File: src/rtl/down_timer_pkg.sv
// Shared types for the down-counting interval timer.
package down_timer_pkg;

  typedef enum logic [1:0] {
    IDLE    = 2'b00,
    RUN     = 2'b01,
    EXPIRED = 2'b10
  } state_e;

endpackage

File: src/rtl/down_timer.sv
// Programmable down-counting timer: one-shot or periodic,
// with a one-cycle terminal-count pulse.
module down_timer
  import down_timer_pkg::*;
#(
  parameter int WIDTH = 4
) (
  input  logic             clk,
  input  logic             rst,
  input  logic             load,
  input  logic [WIDTH-1:0] load_val,
  input  logic             start,
  input  logic             stop,
  input  logic             periodic,
  input  logic             ce,
  output logic [WIDTH-1:0] Q,
  output logic             tc,
  output logic             busy,
  output logic             done
);

  state_e           state_q, state_d;
  logic [WIDTH-1:0] q_q, q_d;
  logic [WIDTH-1:0] reload_q, reload_d;
  logic             tc_q, tc_d;
  logic             at_tc;

  // Q==0 in RUN is counted as terminal so the decrement can never wrap.
  assign at_tc = (q_q == WIDTH'(1)) || (q_q == '0);

  always_ff @(posedge clk) begin
    if (rst) begin
      state_q  <= IDLE;
      q_q      <= '0;
      reload_q <= '0;
      tc_q     <= 1'b0;
    end else begin
      state_q  <= state_d;
      q_q      <= q_d;
      reload_q <= reload_d;
      tc_q     <= tc_d;
    end
  end

  always_comb begin
    state_d  = state_q;
    q_d      = q_q;
    reload_d = reload_q;
    tc_d     = 1'b0;
    if (load) begin
      reload_d = load_val;
      q_d      = load_val;
      state_d  = IDLE;
    end else if (stop) begin
      if (state_q == RUN) state_d = IDLE;
    end else if (start && (reload_q != '0)) begin
      q_d     = reload_q;
      state_d = RUN;
    end else begin
      case (state_q)
        IDLE: ;
        RUN: begin
          if (ce) begin
            if (at_tc) begin
              tc_d = 1'b1;
              if (periodic) begin
                q_d = reload_q;
              end else begin
                q_d     = '0;
                state_d = EXPIRED;
              end
            end else begin
              q_d = q_q - WIDTH'(1);
            end
          end
        end
        EXPIRED: q_d = '0;
        default: state_d = IDLE;
      endcase
    end
  end

  assign Q    = q_q;
  assign tc   = tc_q;
  assign busy = (state_q == RUN);
  assign done = (state_q == EXPIRED);

endmodule

File: config.mk
export PLATFORM = sky130hd
export DESIGN_NAME = down_timer
export DESIGN_NICKNAME = d
export VERILOG_FILES = /design/src/rtl/down_timer_pkg.sv /design/src/rtl/down_timer.sv
export SDC_FILE = /design/constraint.sdc
export NUM_CORES = 1
export LEC_CHECK = 0
export ABC_AREA = 1
export CELL_PAD_IN_SITES_DETAIL_PLACEMENT = 0
export CELL_PAD_IN_SITES_GLOBAL_PLACEMENT = 2
export CORE_MARGIN = 2
export CORE_UTILIZATION = 27
export CTS_CLUSTER_SIZE = 16
export DETAILED_ROUTE_END_ITERATION = 8
export PLACE_DENSITY_LB_ADDON = 0.1
export SLEW_MARGIN = 20
export SYNTH_ARGS = -nofsm -noshare
export SYNTH_HDL_FRONTEND = slang
export SYNTH_SLANG_ARGS = --single-unit
File: constraint.sdc
create_clock -name clk -period 1.9 [get_ports clk]
set_input_delay 0.57 -clock clk [delete_from_list [all_inputs] [get_ports clk]]
set_output_delay 0.57 -clock clk [all_outputs]
set_load 0.01 [all_outputs]
# [Yosys cells after proc, flatten, opt, wreduce, memory -nomap -nowiden]
# Index checks and enable logic that the tools add are counted.
[op_classes] add_sub_neg=1 n_eq_ne=10 muxes=15 bitwise_logic=2 reduce_logical=11
[op_table] operator="$mux W4" n=6
[op_table] operator="$mux W2" n=6
[op_table] operator="$ne A4 B3 Y1 const B" n=3
[op_table] operator="$pmux W4 S2" n=1
[op_table] operator="$reduce_bool A4 Y1" n=2
[op_table] operator="$reduce_or A6 Y1" n=1
[op_table] operator="$reduce_and A5 Y1" n=1
[op_table] operator="$eq A4 B1 Y1 const B" n=1
[op_table] operator="$logic_not A4 Y1" n=1
[op_table] operator="$ne A4 B2 Y1 const B" n=1
[op_table] operator="$pmux W2 S2" n=1
[op_table] operator="$reduce_or A2 Y1" n=2
[op_table] operator="$sub A4 B1 Y4 const B" n=1
[op_table] operator="$ne A3 B1 Y1 const B" n=1
[op_table] operator="$reduce_and A3 Y1" n=1
[op_table] operator="$eq A2 B1 Y1 const B" n=1
[op_table] operator="$eq A2 B2 Y1 const B" n=1
[op_table] operator="$logic_not A2 Y1" n=1
[op_table] operator="$ne A2 B1 Y1 const B" n=1
[op_table] operator="$ne A2 B2 Y1 const B" n=1
[op_table] operator="$not A1 Y1" n=2
[op_table] operator="$logic_and A1 B1 Y1" n=1
[op_table] operator="$logic_or A1 B1 Y1" n=1
[op_table] operator="$mux W1" n=1
[totals] reg_bits=11 in_bits=11 out_inout_bits=7 word_cells=43

# [Depth between registers and ports, before layout]
# Gate-level depths: netlist of the first run.
[depth] word_depth=8 depth_mapped=12 depth_no_buf=12

# [Worst setup path after synthesis of the first run]
# Ideal clock, no wire load.
[synth_timing] path_kind="register to register" start="register q_q[0] (netlist: Q[0])" end="register q_q[1] (netlist: Q[1])" setup_ns=0.113 arrival_ns=1.266 t_required_ns=1.787 path_slack_ns=0.521 stages_incl_launch_ff=13 path_buffers=0 synth_period_minus_slack_ns=1.379 cell_sequence="dfxtp_1 inv_1 ha_1 inv_1 nand2_1 nand2_2 nand2_1 nand2_1 nor2_1 nand2_1 nand2_1 nor2_1 nor2_1"
[synth_via] elab_chain_len=8 elab_cells_between_ends=10
[synth_lines] element="start, declared" line_no="down_timer.sv:23" rtl="logic [WIDTH-1:0] q_q, q_d;"
[synth_lines] element="start signal, assigned" line_no="down_timer.sv:39" rtl="q_q <= q_d;"
[synth_lines] element="branches (longest 2 deep; another with $sub A4 B1 Y4)"
[synth_lines] element="$mux W4 *" line_no="down_timer.sv:64" rtl="if (at_tc) begin"
[synth_lines] element="$mux W4 *" line_no="down_timer.sv:63" rtl="if (ce) begin"
[synth_lines] element="$pmux W4 S2 *" line_no="down_timer.sv:60" rtl="case (state_q)"
[synth_lines] element="$mux W4 *" line_no="down_timer.sv:56" rtl="end else if (start && (reload_q != '0)) begin"
[synth_lines] element="$mux W4 *" line_no="down_timer.sv:54" rtl="end else if (stop) begin"
[synth_lines] element="$mux W4 *" line_no="down_timer.sv:50" rtl="if (load) begin"
# Mark *: on every way between the ends. The select of a mux whose other input is x is not followed.
# A chain may end at the register's enable or synchronous reset.

# [Final worst setup path of the first run]
[layout_timing] start="register q_q[2] (netlist: Q[2])" end="output Q[2]"
[layout_rtl] element="end, declared" line_no="down_timer.sv:16" rtl="output logic [WIDTH-1:0] Q,"
# No word-level cell between the ends.

==> results.sh, run 1 <==
export IMPL_grt_usage_pct=13.3
export IMPL_synth_fp_nets=139
export IMPL_hold_depth=2
export IMPL_synth_mux_area_share_pct=0
export IMPL_crit_path_max_fanout=4
export IMPL_wl_per_cell_um=10.5
export IMPL_power_switching_uw=248
export IMPL_crit_chain="clkdlybuf4s50_1"
export IMPL_synth_area_top_cells="dfxtp_1 28%, nand2_1 20%, nand3_1 9.6%"
export IMPL_drt_first_pass_iters=4
export IMPL_syn_area_per_cell_um2=6.24
export IMPL_dp_hpwl_mm=1.58
export IMPL_start_util_pct=28.3
export IMPL_period_needed_ns=1.77
export IMPL_end_kind="output port"
export IMPL_powerDensity_nw_per_um2=657
export IMPL_drv_cap=0
export IMPL_cp_required_ns=1.33
export IMPL_cts_tree="built"
export IMPL_fin_setup_tns_ns=0
export IMPL_cts_root_buffer="clkbuf_4"
export IMPL_ys_types=22
export IMPL_vias=805
export IMPL_synth_seq_cells=11
export IMPL_fp_dieH_um=57.7
export IMPL_grt_overflow=0
export IMPL_path_class="reg2out"
export IMPL_p_int_uw=444
export IMPL_path_buf_inv=1
export IMPL_antenna_found_initial=0
export IMPL_rows=19
export IMPL_arrival_ns=1.20
export IMPL_worst_ir_drop_vdd_mv=0.318
export IMPL_synth_compound_area_share_pct=11.1
export IMPL_syn2layout_area_growth_pct=35.2
export IMPL_synth_simple_area_share_pct=45.1
export IMPL_worstReg2RegEnd="Q[1]$_SDFFE_PP0P_"
export IMPL_drv_slew=0
export IMPL_synth_xor_area_share_pct=1.12
export IMPL_cts_buffer_depth=2
export IMPL_finalHoldViolCount=0
export IMPL_worst_pin_slew_ns=0.248
export IMPL_port_buffers=17
export IMPL_combPwrFrac_pct=37.0
export IMPL_synth_area_um2=779
export IMPL_p_leak_uw=0.000524
export IMPL_start_kind="register"
export IMPL_n_antenna_cell=0
export IMPL_swShare_pct=35.9
export IMPL_drive_gt1_share_pct=13.2
export IMPL_synthAdderAreaFrac_pct=4.82
export IMPL_regToRegStartpoint="Q[0]$_SDFFE_PP0P_"
export IMPL_grt_max_degree=11
export IMPL_core_um2=2760
export IMPL_nets=166
export IMPL_path_depth=1
export IMPL_min_path_type="reg2reg"
export IMPL_syn_inst=125
export IMPL_max_stage_delay_ns=0.55
export IMPL_synth_top_family_by_area="simple AND/OR/NAND/NOR gates"
export IMPL_clkTransAtPathRegs_ns=0.08
export IMPL_ff2ff_path_depth=12
export IMPL_fillers=320
export IMPL_drc=0
export IMPL_final_util_pct=38.2
export IMPL_setup_viol=0
export IMPL_run_status="finished clean"
export IMPL_die_area_um2=3330
export IMPL_post_cts_buffers=0
export IMPL_ant_nets=0
export IMPL_power_frac_clock_pct=24.4
export IMPL_cts_num_sinks=11
export IMPL_critPathTopFamily="buffers and inverters"
export IMPL_fmax_mhz=564
export IMPL_ys_async_sr_fraction_pct=0
export IMPL_ys_warn_count=0
export IMPL_synth_top_area_cell="dfxtp_1"
export IMPL_synth_edf_count=0
export IMPL_power_frac_seq_pct=38.6
export IMPL_yosys_top_cells_count="41 x nand2_1, 19 x inv_1, 15 x nand3_1, 12 x nor2_1, 11 x dfxtp_1"
export IMPL_slew_headroom_pct=83.3
export IMPL_skew_ns=0.00590
export IMPL_die_x_um=57.7
export IMPL_ff2ff_setup_slack_ns=0.39
export IMPL_grt_pass1_wl_mm=3.39
export IMPL_min_period_over_period_pct=93.4
export IMPL_synth_seq_area_share_pct=28.3
export IMPL_viasPerCell=4.42
export IMPL_htreeDepth=1
export IMPL_pin_count=18
export IMPL_cts_made_buffers=3
export IMPL_min_delay_start="state_q[0]$_SDFFE_PP0P_"
export IMPL_synth_top_area_share_pct=28.3
export IMPL_slowest_stage="clkdlybuf4s50_1"
export IMPL_wirelength_mm=1.92
export IMPL_grt_pass1_vias=734
export IMPL_whs_ns=0.479
export IMPL_drt_initial_drc_count=19
export IMPL_synth_most_common_cell="nand2_1"
export IMPL_hold_path_end="state_q[0]$_SDFFE_PP0P_"
export IMPL_gp_congestion=0.726
export IMPL_total_power_uw=692
export IMPL_synth_flop_cell="dfxtp_1"
export IMPL_clk_latency_ns=0.27
export IMPL_rsz0062_at_grt="no"
-- metrics by stage --
stage	setup slack (ns)	cell area (um2)	instances
2_1_floorplan	0.521	779	125
5_1_grt	0.0741	1050	182
3_3_place_gp	0.0347	1030	178
3_5_place_dp	0.0423	1030	178
6_report	0.126	1050	182
4_1_cts	0.0243	1050	182
-- sequential cells by signal, indices dropped and copies added, names as in the netlist --
| signal | flops |
|---|---|
| tc | 1 |
| Q | 4 |
| state_q | 2 |
| reload_q | 4 |
-- cell families (layout without fill, tap and decap cells) --
family | count (synthesis) | in the layout
adders and majority gates | 3 | 3
buffers and inverters | 20 | 46
xor gates and xnor gates | 1 | 1
and+or+nand+nor | 77 | 77
DFF | 11 | 11
AOI/OAI and AO/OA | 13 | 13
-- cells in the final DEF, fill, tap and decap left out, types with 3 or more instances in the layout --
master | Yosys | final
ha_1 | 3 | 3
a21oi_1 | 4 | 4
buf_4 | 0 | 5
o21ai_0 | 4 | 4
clkbuf_4 | 0 | 3
clkdlybuf4s50_1 | 0 | 15
nor2_1 | 12 | 12
dfxtp_1 | 11 | 8
inv_1 | 19 | 19
nand2_1 | 41 | 41
nand3_1 | 15 | 15
dfxtp_2 | 0 | 3
-- how the worst max path moves through the flow --
stage | from | end | slack [ns]
3_5_place_dp | stop | Q[1]$_SDFFE_PP0P_ | 0.04
3_3_place_gp | stop | Q[2]$_SDFFE_PP0P_ | 0.03
5_1_grt | Q[3]$_SDFFE_PP0P_ | Q[3] | 0.07
4_1_cts | Q[3]$_SDFFE_PP0P_ | Q[3] | 0.02
6_report | Q[2]$_SDFFE_PP0P_ | Q[2] | 0.13
2_1_floorplan | Q[0]$_SDFFE_PP0P_ | Q[1]$_SDFFE_PP0P_ | 0.52
-- layout make-up --
| cell class | instances | area, um2 | share of cell area, % |
|---|---|---|---|
| Timing Repair Buffer | 22 | 205 | 19.5 |
| Tap cell | 31 | 38.8 | 3.68 |
| Sequential cell | 11 | 224 | 21.3 |
| Inverter | 20 | 75.1 | 7.13 |
| Clock buffer | 4 | 26.3 | 2.49 |
| Multi-Input combinational cell | 94 | 484 | 46.0 |
-- routing by layer --
layer	share of wire (%)	GRT usage, %
met3	3.1	2.01
met2	42	18.2
met4	1.5	6.98
met1	53	19.9
met5	0	0
-- power by group through the flow --
stage	Clock [uW]	Sequential, uW	Combinational, uW
finish	169	267	256
global route	193	271	295
CTS	178	266	260
detailed placement	0	272	259
global placement	0	271	262
floorplan	0	273	162
-- timing repair --
action,in CTS,in global routing
pin swaps,0,0
hold buffers,0,0
setup endpoints to repair,2,2
resized for setup,3,2
(Power assumes the default switching activity.)
==> inputs of run 2 (changes only) <==
CORE_ASPECT_RATIO = 0.75   (was default)
clock period = 2.15 ns   (was 1.9 ns; I/O delays follow)
==> run 2 against run 1 <==
Against the previous run: final cell count grew 1.1%; register-to-register slack improved by 0.23 ns; power fell by 1.8%; clock-buffer cell count shrank 1; first-iteration DRC count up 58%; highest routed layer unchanged; combinational power decreased by 12%; sequential share of layout area down 0.41 points; clock power increased by 30%; non-clock buffer count is 3 lower; flip-flop and latch count stayed put; global-route usage down 0.14 points; wire length rose by 1.9%.
==> results.sh, run 2 (synthesis results as in run 1) <==
export IMPL_ant_nets=0
export IMPL_hold_path_end="state_q[0]$_SDFFE_PP0P_"
export IMPL_ff_latch_area_um2=220
export IMPL_viasPerCell=4.39
export IMPL_min_delay_start="state_q[0]$_SDFFE_PP0P_"
export IMPL_hold_depth=2
export IMPL_port_buffers=17
export IMPL_worstReg2RegEnd="Q[1]$_SDFFE_PP0P_"
export IMPL_post_cts_buffers=0
export IMPL_whs_ns=0.498
export IMPL_min_period_over_period_pct=94.6
export IMPL_rsz0062_at_grt="no"
export IMPL_worst_pin_slew_ns=0.254
export IMPL_rows=16
export IMPL_cp_required_ns=1.50
export IMPL_min_path_type="reg2reg"
export IMPL_crit_path_max_fanout=5
export IMPL_finalHoldViolCount=0
export IMPL_clkTransAtPathRegs_ns=0.05
export IMPL_cts_root_buffer="clkbuf_8"
export IMPL_fin_setup_tns_ns=0
export IMPL_drive_gt1_share_pct=10.8
export IMPL_ff2ff_path_depth=12
export IMPL_cts_tree="built"
export IMPL_mostFrequentLayoutCells="41 x nand2_1, 18 x inv_1, 17 x clkdlybuf4s50_1"
export IMPL_grt_overflow=0
export IMPL_ff2ff_setup_slack_ns=0.62
export IMPL_core_um2=2680
export IMPL_fillers=307
export IMPL_cts_num_sinks=11
export IMPL_syn2layout_area_growth_pct=35.5
export IMPL_die_x_um=66.0
export IMPL_setup_viol=0
export IMPL_clk_latency_ns=0.24
export IMPL_nets=163
export IMPL_design_area_um2=1060
export IMPL_grt_pass1_wl_mm=3.31
export IMPL_layout_commonest_cell="nand2_1"
export IMPL_path_class="reg2out"
export IMPL_drt_initial_drc_count=30
export IMPL_die_area_um2=3340
export IMPL_period_needed_ns=2.03
export IMPL_n_antenna_cell=0
export IMPL_fp_dieH_um=50.5
export IMPL_pin_count=18
export IMPL_wl_per_cell_um=10.6
export IMPL_grt_usage_pct=13.2
export IMPL_wirelength_mm=1.96
export IMPL_vias=808
export IMPL_start_util_pct=29.1
export IMPL_cts_buffer_depth=2
export IMPL_postPlaceCellArea_um2=1010
export IMPL_fmax_mhz=491
export IMPL_end_kind="output port"
export IMPL_gp_congestion=0.795
export IMPL_run_status="finished clean"
export IMPL_grt_pass1_vias=723
export IMPL_arrival_ns=1.39
export IMPL_htreeDepth=1
export IMPL_drv_slew=0
export IMPL_powerDensity_nw_per_um2=644
export IMPL_cts_made_buffers=3
export IMPL_multiInputGateArea_um2=484
export IMPL_drv_cap=0
export IMPL_p_leak_uw=0.000507
export IMPL_drc=0
export IMPL_start_kind="register"
export IMPL_skew_ns=0.00411
export IMPL_drt_first_pass_iters=4
export IMPL_antenna_found_initial=0
export IMPL_dp_hpwl_mm=1.59
export IMPL_regToRegStartpoint="Q[1]$_SDFFE_PP0P_"
export IMPL_grt_max_degree=11
export IMPL_worst_ir_drop_vdd_mv=0.344
export IMPL_slew_headroom_pct=83.0
## run 2: where the power goes
group	switching [uW]	internal (uW)	total [uW]
combinational	127	98.8	226
clock	91.1	128	219
sequential	15.8	219	235
total	234	446	680
## run 2: per-stage QoR
| step | cells | setup WS (ns) | utilization [%] | total power (uW) |
|---|---|---|---|---|
| floorplan | 125 | 0.771 | - | 385 |
| global placement | 180 | 0.179 | 37.6 | 470 |
| detailed placement | 180 | 0.174 | 37.6 | 467 |
| CTS | 184 | 0.0463 | 39.4 | 690 |
| global route | 184 | 0.0534 | 39.4 | 735 |
| finish | 184 | 0.115 | 39.4 | 680 |
## run 2: layout make-up
cell class | count | share of cell area [%]
multi-input combinational | 94 | 45.9
clock inverter | 1 | 0.474
timing repair buffer | 19 | 17.5
tap | 36 | 4.27
clock buffer | 3 | 3.91
sequential | 11 | 20.9
inverter | 20 | 7.11
## run 2: critical path, stage by stage (launching register included)
cell	delay (ns)
dfxtp_1	0.36
nand2_1	0.11
inv_2	0.12
clkdlybuf4s50_1	0.55
## run 2: routing by layer
layer	track usage, %	up-vias	wire length [um]
met5	0	-	0
met4	3.06	0	13
met3	5.38	2	116
met2	18.4	17	752
met1	18.8	348	1070
li1	-	441	-
## run 2: worst max path at each step
stage,from,to,slack (ns),cells past startpoint
after detailed placement,load,tc$_SDFF_PP0_,0.17,5
final,state_q[0]$_SDFFE_PP0P_,busy,0.12,3
after global routing,state_q[0]$_SDFFE_PP0P_,done,0.05,4
after CTS,state_q[0]$_SDFFE_PP0P_,busy,0.05,3
after global placement,load,tc$_SDFF_PP0_,0.18,5
after floorplan,Q[0]$_SDFFE_PP0P_,Q[1]$_SDFFE_PP0P_,0.77,12
## run 2: what timing repair did
action                                  CTS  global route
hold buffers                              0             0
endpoints found under the setup margin    0             1
resized for setup                         0             1
hold endpoints to repair                  0             0
==> inputs of run 3 (changes only) <==
CORE_ASPECT_RATIO = 1.75   (was 0.75)
==> run 3 against run 2 <==
Against the previous run: largest power group unchanged; combinational power barely moved; critical path depth did not move; global-route usage rose by 0.89 points; final cell count fell by 5.4%; critical path type unchanged; register-to-register slack barely moved.
==> results.sh, run 3 (synthesis results as in run 1) <==
export IMPL_antenna_found_initial=0
export IMPL_start_kind="register"
export IMPL_vias=806
export IMPL_min_path_type="reg2reg"
export IMPL_ff_latch_area_um2=220
export IMPL_p_leak_uw=0.000499
export IMPL_rows=25
export IMPL_skew_ns=0.00519
export IMPL_port_buffers=17
export IMPL_path_class="reg2out"
export IMPL_start_util_pct=28.6
export IMPL_die_x_um=44.6
export IMPL_n_antenna_cell=0
export IMPL_nets=162
export IMPL_drv_cap=0
export IMPL_fmax_mhz=488
export IMPL_syn2layout_area_growth_pct=32.9
export IMPL_postPlaceCellArea_um2=991
export IMPL_clkTransAtPathRegs_ns=0.05
export IMPL_core_um2=2720
export IMPL_die_area_um2=3350
export IMPL_design_area_um2=1040
export IMPL_viasPerCell=4.63
export IMPL_grt_max_degree=11
export IMPL_setup_viol=0
export IMPL_wl_per_cell_um=11.8
export IMPL_min_period_over_period_pct=95.4
export IMPL_drive_gt1_share_pct=9.52
export IMPL_end_kind="output port"
export IMPL_cp_required_ns=1.50
export IMPL_ant_nets=0
export IMPL_run_status="finished clean"
export IMPL_fin_setup_tns_ns=0
export IMPL_top_layer_used="met4"
export IMPL_mostFrequentLayoutCells="41 x nand2_1, 18 x inv_1, 17 x clkdlybuf4s50_1"
export IMPL_rsz0062_at_grt="no"
export IMPL_wl_met2_mm=1.13
export IMPL_htreeDepth=1
export IMPL_cts_buffer_depth=2
export IMPL_arrival_ns=1.41
export IMPL_layout_commonest_cell="nand2_1"
export IMPL_crit_path_max_fanout=5
export IMPL_powerDensity_nw_per_um2=648
export IMPL_wirelength_mm=2.05
export IMPL_period_needed_ns=2.05
export IMPL_grt_pass1_wl_mm=3.41
export IMPL_clk_latency_ns=0.24
export IMPL_cts_made_buffers=3
export IMPL_cts_num_sinks=11
export IMPL_slew_headroom_pct=83.2
export IMPL_wl_met3_um=66
export IMPL_grt_overflow=0
export IMPL_wl_met1_um=800
export IMPL_fillers=320
export IMPL_drt_first_pass_iters=4
export IMPL_multiInputGateArea_um2=484
export IMPL_drt_initial_drc_count=27
export IMPL_worst_ir_drop_vdd_mv=0.271
export IMPL_worst_pin_slew_ns=0.250
export IMPL_grt_pass1_vias=810
export IMPL_cts_tree="built"
export IMPL_drc=0
export IMPL_drv_slew=0
export IMPL_dp_hpwl_mm=1.71
export IMPL_gp_congestion=0.757
export IMPL_fp_dieH_um=75.1
export IMPL_whs_ns=0.499
export IMPL_cts_root_buffer="clkbuf_8"
export IMPL_finalHoldViolCount=0
export IMPL_grt_usage_pct=14.1
export IMPL_pin_count=18
==> run 3: changes by cell type in the layout (fill, tap and decap cells not counted), sizes merged <==
| cell | change |
|---|---|
| buf | -1 |
| clkbuf | +1 |
| clkinv | -1 |
==> run 3: area by class of cell <==
cell class / count / area share (%)
clock buffers: 4 / 4.35
inverters: 20 / 7.25
multi-input cells: 94 / 46.7
flip-flops and latches: 11 / 21.3
well taps: 27 / 3.26
repair buffers: 18 / 17.1
==> run 3: where the power goes <==
group	internal (uW)	leakage, uW	switching [uW]
registers	219	0.0000905	17.8
logic	97.2	0.000386	127
clock network	130	0.0000228	79.9
total	447	0.000499	225
==> run 3: what timing repair did <==
| action | in CTS | in global routing |
|---|---|---|
| buffers inserted | 0 | 0 |
| hold buffers | 0 | 0 |
| resized for setup | 0 | 1 |
| endpoints found under the setup margin | 0 | 1 |
==> run 3: worst paths after layout <==
kind,startpoint,to,depth (start not counted),slack [ns]
worst max-delay path,state_q[0]$_SDFFE_PP0P_,busy,3,0.1
worst min-delay path,state_q[0]$_SDFFE_PP0P_,state_q[0]$_SDFFE_PP0P_,2,0.50
worst max register to register,Q[0]$_SDFFE_PP0P_,Q[1]$_SDFFE_PP0P_,12,0.62
worst min register to register,state_q[0]$_SDFFE_PP0P_,state_q[0]$_SDFFE_PP0P_,2,0.50
==> run 3: critical path: stages, from the launching register on <==
cell and delay (ns):
dfxtp_1 0.37, nand2_1 0.11, inv_2 0.13, clkdlybuf4s50_1 0.55
==> run 3: stage by stage <==
stage          std cells  power (uW)  utilization, %  worst slack, ns
4_1_cts              174         683            38.1          0.00246
2_1_floorplan        125         385               -            0.771
3_5_place_dp         170         467            36.4            0.161
5_1_grt              174         726            38.1           0.0117
3_3_place_gp         170         469            36.4            0.170
6_report             174         672            38.1           0.0992
==> run 3: routing by layer <==
layer | global-route usage, % | vias up
met3 | 2.88 | 6
met1 | 14.1 | 349
met5 | 0 | -
met2 | 26.4 | 15
met4 | 6.73 | 0
li1 | - | 436
